File: src/rtl/mem_arbiter.sv
// mem_arbiter: shares one single-ported memory between an instruction-fetch
// port and a data port. One access at a time: grant in IDLE, MEM_LAT cycles
// in BUSY, then a one-cycle rvalid pulse to the port that owned the access.
// Optional feature macro: MEM_ARBITER_RR_EN selects round-robin arbitration;
// when undefined, data has fixed priority with a fetch-starvation override.
module mem_arbiter #(
  parameter int unsigned MEM_LAT    = 1,
  parameter int unsigned STARVE_MAX = 4
) (
  input  logic        clk,
  input  logic        rst_n,
  input  logic        i_req,
  input  logic [31:0] i_addr,
  output logic        i_gnt,
  output logic        i_rvalid,
  output logic [31:0] i_rdata,
  input  logic        d_req,
  input  logic        d_we,
  input  logic [31:0] d_addr,
  input  logic [31:0] d_wdata,
  output logic        d_gnt,
  output logic        d_rvalid,
  output logic [31:0] d_rdata,
  output logic        m_w,
  output logic [31:0] m_addr,
  output logic [31:0] m_wdata,
  input  logic [31:0] m_rdata
);

  localparam int unsigned CW = $clog2(MEM_LAT + 1);
`ifndef MEM_ARBITER_RR_EN
  localparam int unsigned SW = $clog2(STARVE_MAX + 1);
`endif

  typedef enum logic {ST_IDLE, ST_BUSY} state_e;

  state_e          state_q,    state_d;
  logic [CW-1:0]   cnt_q,      cnt_d;
  logic            owner_q,    owner_d;   // 1 = fetch owns the access
  logic [31:0]     addr_q,     addr_d;
  logic [31:0]     wdata_q,    wdata_d;
  logic            we_q,       we_d;
  logic            i_rvalid_q, i_rvalid_d;
  logic            d_rvalid_q, d_rvalid_d;
  logic [31:0]     i_rdata_q,  i_rdata_d;
  logic [31:0]     d_rdata_q,  d_rdata_d;
`ifdef MEM_ARBITER_RR_EN
  logic            rr_q,       rr_d;      // 1 = data won last
`else
  logic [SW-1:0]   starve_q,   starve_d;
`endif

  logic gnt_i;
  logic gnt_d;
  logic busy;
  logic last_cyc;

  assign busy     = (state_q == ST_BUSY);
  assign last_cyc = busy && (cnt_q == '0);

  // Winner selection; grants only while IDLE, never both at once
  always_comb begin
    gnt_i = 1'b0;
    gnt_d = 1'b0;
    if (state_q == ST_IDLE) begin
`ifdef MEM_ARBITER_RR_EN
      if (i_req && d_req) begin
        gnt_i = rr_q;
        gnt_d = ~rr_q;
      end else begin
        gnt_i = i_req;
        gnt_d = d_req;
      end
`else
      if (i_req && (!d_req || (starve_q == SW'(STARVE_MAX)))) begin
        gnt_i = 1'b1;
      end else begin
        gnt_d = d_req;
      end
`endif
    end
  end

`ifdef MEM_ARBITER_RR_EN
  // Round-robin pointer remembers which port won the last grant
  always_comb begin
    rr_d = rr_q;
    if (gnt_i || gnt_d) begin
      rr_d = gnt_d;
    end
  end
`else
  // Starvation counter: counts lost fetch requests, saturating at STARVE_MAX
  always_comb begin
    starve_d = starve_q;
    if (gnt_i) begin
      starve_d = '0;
    end else if ((state_q == ST_IDLE) && i_req && (starve_q != SW'(STARVE_MAX))) begin
      starve_d = starve_q + SW'(1);
    end
  end
`endif

  // Access sequencing: latch the winner, count down, return the response
  always_comb begin
    state_d    = state_q;
    cnt_d      = cnt_q;
    owner_d    = owner_q;
    addr_d     = addr_q;
    wdata_d    = wdata_q;
    we_d       = we_q;
    i_rdata_d  = i_rdata_q;
    d_rdata_d  = d_rdata_q;
    i_rvalid_d = 1'b0;
    d_rvalid_d = 1'b0;
    case (state_q)
      ST_IDLE: begin
        if (gnt_i || gnt_d) begin
          state_d = ST_BUSY;
          owner_d = gnt_i;
          addr_d  = gnt_i ? i_addr : d_addr;
          wdata_d = gnt_i ? 32'd0 : d_wdata;
          we_d    = gnt_d & d_we;
          cnt_d   = CW'(MEM_LAT - 1);
        end
      end
      ST_BUSY: begin
        if (cnt_q == '0) begin
          state_d = ST_IDLE;
          if (owner_q) begin
            i_rvalid_d = 1'b1;
            i_rdata_d  = m_rdata;
          end else begin
            d_rvalid_d = 1'b1;
            d_rdata_d  = we_q ? 32'd0 : m_rdata;
          end
        end else begin
          cnt_d = cnt_q - CW'(1);
        end
      end
      default: state_d = ST_IDLE;
    endcase
  end

  // State register; reset aborts any access in flight
  always_ff @(posedge clk or negedge rst_n) begin
    if (!rst_n) begin
      state_q    <= ST_IDLE;
      cnt_q      <= '0;
      owner_q    <= 1'b0;
      addr_q     <= '0;
      wdata_q    <= '0;
      we_q       <= 1'b0;
      i_rvalid_q <= 1'b0;
      d_rvalid_q <= 1'b0;
      i_rdata_q  <= '0;
      d_rdata_q  <= '0;
`ifdef MEM_ARBITER_RR_EN
      rr_q       <= 1'b0;
`else
      starve_q   <= '0;
`endif
    end else begin
      state_q    <= state_d;
      cnt_q      <= cnt_d;
      owner_q    <= owner_d;
      addr_q     <= addr_d;
      wdata_q    <= wdata_d;
      we_q       <= we_d;
      i_rvalid_q <= i_rvalid_d;
      d_rvalid_q <= d_rvalid_d;
      i_rdata_q  <= i_rdata_d;
      d_rdata_q  <= d_rdata_d;
`ifdef MEM_ARBITER_RR_EN
      rr_q       <= rr_d;
`else
      starve_q   <= starve_d;
`endif
    end
  end

  assign i_gnt    = gnt_i;
  assign d_gnt    = gnt_d;
  assign i_rvalid = i_rvalid_q;
  assign d_rvalid = d_rvalid_q;
  assign i_rdata  = i_rdata_q;
  assign d_rdata  = d_rdata_q;

  // Memory side is quiet outside BUSY; write strobe only in the final cycle
  assign m_addr  = busy ? addr_q  : 32'd0;
  assign m_wdata = busy ? wdata_q : 32'd0;
  assign m_w     = last_cyc && we_q;

endmodule

File: config.mk
export PLATFORM = sky130hd
export DESIGN_NAME = mem_arbiter
export DESIGN_NICKNAME = d
export VERILOG_FILES = /design/src/rtl/mem_arbiter.sv
export SDC_FILE = /design/constraint.sdc
export NUM_CORES = 1
export LEC_CHECK = 0
export BUFFER_PORTS_ARGS = -buffer_cell sky130_fd_sc_hd__buf_2
export CORE_ASPECT_RATIO = 2
export CORE_UTILIZATION = 43
export CTS_CLUSTER_SIZE = 12
export DETAILED_ROUTE_END_ITERATION = 10
export PLACE_DENSITY = 0.76
export SKIP_CTS_REPAIR_TIMING = 1
export SLEW_MARGIN = 15
export SYNTH_ARGS = -nofsm -noshare
export SYNTH_HDL_FRONTEND = slang
export SYNTH_SLANG_ARGS = --single-unit
File: constraint.sdc
create_clock -name clk -period 1.45 [get_ports clk]
set_input_delay 0.145 -clock clk [delete_from_list [all_inputs] [get_ports clk]]
set_output_delay 0.145 -clock clk [all_outputs]
set_load 0.05 [all_outputs]
==> flow_metrics.env <==
export IMPL_status="complete, but fails checks"
export IMPL_violations="hold timing, setup timing"
export IMPL_netlist_instances=630
export IMPL_yosys_area_top_type_share_pct=55.6
export IMPL_power_mw=17.4
export IMPL_ys_warnings_count=0
export IMPL_max_stage_delay_ns=0.36
export IMPL_cts_tree="done"
export IMPL_seq_area_frac_synth_pct=55.6
export IMPL_worstSkewPairLatency_ns=0.41
export IMPL_overflow=0
export IMPL_antenna_found_initial=1
export IMPL_rsz0062_at_grt="true"
export IMPL_drt_initial_drc_count=302
export IMPL_setup_tns_ns=-9.94
export IMPL_p_sw_share_pct=44.3
export IMPL_whs_ns=-0.0151
export IMPL_slowest_stage="dfrtp_1"
export IMPL_grt_max_degree=66
export IMPL_cts_buffer_depth=2
export IMPL_drc=0
export IMPL_synth_edf_count=0
export IMPL_endpoint_kind="output port"
export IMPL_r2r_start="starve_q[0]"
export IMPL_met3_length_um=1190
export IMPL_core_um2=13900
export IMPL_htree_levels=4
export IMPL_worst_setup_path_start_kind="register"
export IMPL_cap_violations=0
export IMPL_clockPowerShare_pct=23.9
export IMPL_clock_skew_ns=0.00767
export IMPL_ys_ff_latch=136
export IMPL_top_layer_used="met4"
export IMPL_worst_path_max_fanout=4
export IMPL_grt_pass1_vias=5532
export IMPL_seq_power_share_pct=31.2
export IMPL_power_density_nw_per_um2=1720
export IMPL_ant_nets=0
export IMPL_hold_depth=3
export IMPL_final_hold_viol_count=5
export IMPL_m1WireLength_um=7730
export IMPL_netlist_top_cells_area="dfrtp_1 (56%), and2_1 (6.6%), nand2_1 (6.0%)"
export IMPL_synthArstFlopShare_pct=100
export IMPL_slew_headroom_pct=67.5
export IMPL_critical_path_arrival_ns=1.52
export IMPL_pwr_share_comb_pct=44.9
export IMPL_wl_met2_um=12300
export IMPL_wl_per_cell_um=18.9
export IMPL_setup_slack_ns=-0.216
export IMPL_cts_root_buf="clkbuf_16"
export IMPL_place_gp_congestion=0.817
export IMPL_die_h_um=171
export IMPL_firstDrtPassIters=5
export IMPL_clock_sinks=136
export IMPL_synth_area_um2=6120
export IMPL_dieArea_um2=14700
export IMPL_drive_gt1_share_pct=44.9
export IMPL_syn2layout_area_growth_pct=65.1
export IMPL_rows=61
export IMPL_vias_per_cell=5.34
export IMPL_dpl_hpwl_um=12300
export IMPL_ys_flop_type="dfrtp_1"
export IMPL_fin_util_pct=72.7
export IMPL_min_period_ns=1.67
export IMPL_min_to="addr_q[14]"
export IMPL_hold_class="in -> reg"
export IMPL_min_delay_start="d_addr[14]"
export IMPL_reg2reg_setup_slack_ns=-0.13
export IMPL_grt_first_pass_wirelength_um=27000
export IMPL_vias=6222
export IMPL_drt_total_wl_um=22000
export IMPL_worstMarginPinSlew_ns=0.483
export IMPL_pin_count=266
export IMPL_synth_avg_cell_area_um2=9.71
export IMPL_worstPathRequired_ns=1.31
export IMPL_critPathKind="reg -> out"
export IMPL_setup_viol=100
export IMPL_yosysMostFrequentCell="dfrtp_1"
export IMPL_worstReg2RegEnd="addr_q[13]"
export IMPL_max_vdd_ir_drop_mv=0.913
export IMPL_seqCellArea_um2=3400
export IMPL_initial_core_util_pct=44.1
export IMPL_finalCritPeriodShare_pct=115
export IMPL_crit_chain="inv_2 > ha_4 > a311oi_4 > buf_6"
export IMPL_r2r_cells=7
export IMPL_ys_top_cells_by_count="dfrtp_1 (136), nand2_1 (98), o21ai_0 (67)"
export IMPL_cts_inserted_buffers=17
export IMPL_cp_buffers_inverters=2
export IMPL_drv_slew=0
export IMPL_synth_top_cell_by_area="dfrtp_1"
export IMPL_syn_nets=765
export IMPL_clk_pin_slew_ns=0.06
export IMPL_critPathTopFamily="flip-flops"
export IMPL_fmax_mhz=600
export IMPL_grtUsageTotal_pct=24.0
export IMPL_synth_cell_types=29
export IMPL_n_fill_cell=935
export IMPL_leakage_nw=4.69
export IMPL_die_x_um=86.4
export IMPL_p_int_mw=9.67
export IMPL_p_sw_mw=7.68
export IMPL_portBuffers=265
export IMPL_nets=1098
export IMPL_multi_input_area_um2=3000
-- placed cells by master, fill, tap and decap left out, types with 2 or more instances in the layout --
| master | instances |
|---|---|
| a21oi_1 | 15 |
| a21oi_2 | 17 |
| a31oi_1 | 6 |
| a31oi_2 | 3 |
| a31oi_4 | 23 |
| and2_1 | 47 |
| and2_4 | 17 |
| buf_12 | 12 |
| buf_2 | 197 |
| buf_4 | 28 |
| buf_6 | 31 |
| buf_8 | 19 |
| clkbuf_16 | 20 |
| clkbuf_4 | 6 |
| clkinv_2 | 3 |
| clkinv_4 | 4 |
| clkinvlp_4 | 5 |
| dfrtp_1 | 135 |
| dlygate4sd3_1 | 68 |
| inv_1 | 3 |
| inv_2 | 3 |
| mux2_2 | 32 |
| nand2_1 | 98 |
| nand2b_1 | 32 |
| nand2b_2 | 2 |
| nand3_1 | 2 |
| nor2_1 | 32 |
| o21ai_0 | 55 |
| o21ai_1 | 40 |
| o21ai_2 | 4 |
-- power by group through the flow --
stage / registers [mW] / logic, mW / clock network (mW)
after floorplan: 7.67 / 2.58 / 0
after global placement: 5.34 / 6.60 / 0
after detailed placement: 5.39 / 6.69 / 0
after CTS: 5.33 / 6.71 / 4.20
after global routing: 5.52 / 8.14 / 4.37
final: 5.42 / 7.79 / 4.14
-- flip-flops by register name, indices dropped and copies added (netlist names) --
signal / cells
addr_q: 32
busy: 1
d_rdata: 32
d_rvalid: 1
i_rdata: 32
i_rvalid: 1
owner_q: 1
starve_q: 3
wdata_q: 32
we_q: 1
-- cell type report --
class	count	area share, %
inverters	6	0.223
well taps	189	2.34
clock inverters	14	1.25
multi-input cells	438	29.7
repair buffers	364	28.4
clock buffers	18	4.35
flip-flops and latches	136	33.7
diodes	1	0.0248
-- routing by layer --
layer | GRT usage (%) | vias up
met3 | 5.89 | 70
li1 | - | 2777
met1 | 24.8 | 3058
met2 | 44.9 | 317
met4 | 10.1 | 0
met5 | 0 | -
-- stage by stage --
step	cells	hold WS, ns	worst slack [ns]	area, um^2
after detailed placement	1056	0.0492	-0.0632	7770
after floorplan	630	-0.151	-0.0435	6150
after CTS	1088	-0.395	-0.459	8340
after global routing	1166	-0.00190	-0.292	10100
final	1166	-0.0151	-0.216	10100
after global placement	1056	0.0467	0.0112	7770
-- tightest hold or removal path, delay by kind of cell --
family	cells	cell delay (ns)
buffers and inverters	1	0.09
AOI/OAI and AO/OA	2	0.12
-- cells by family (layout without fill, tap and decap cells) --
kind of cell / count (synthesis) / after routing / share of synthesized area, %
AOI/OAI and AO/OA: 170 / 170 / 15.2
muxes: 32 / 32 / 5.89
other: 0 / 1 / 0
adders and majority gates: 2 / 2 / 0.409
and+or+nand+nor: 234 / 234 / 18.6
buffers and inverters: 56 / 402 / 4.29
DFF: 136 / 136 / 55.6
-- worst max-delay path by stage --
stage | end | cells after the start | from
global placement | addr_q[4] | 6 | starve_q[1]
CTS | i_gnt | 5 | starve_q[1]
global route | d_rdata[16] | 4 | busy
floorplan | m_addr[10] | 3 | busy
detailed placement | addr_q[25] | 6 | starve_q[1]
finish | d_gnt | 4 | starve_q[0]
Note: power is estimated with default switching activity, not from simulation.
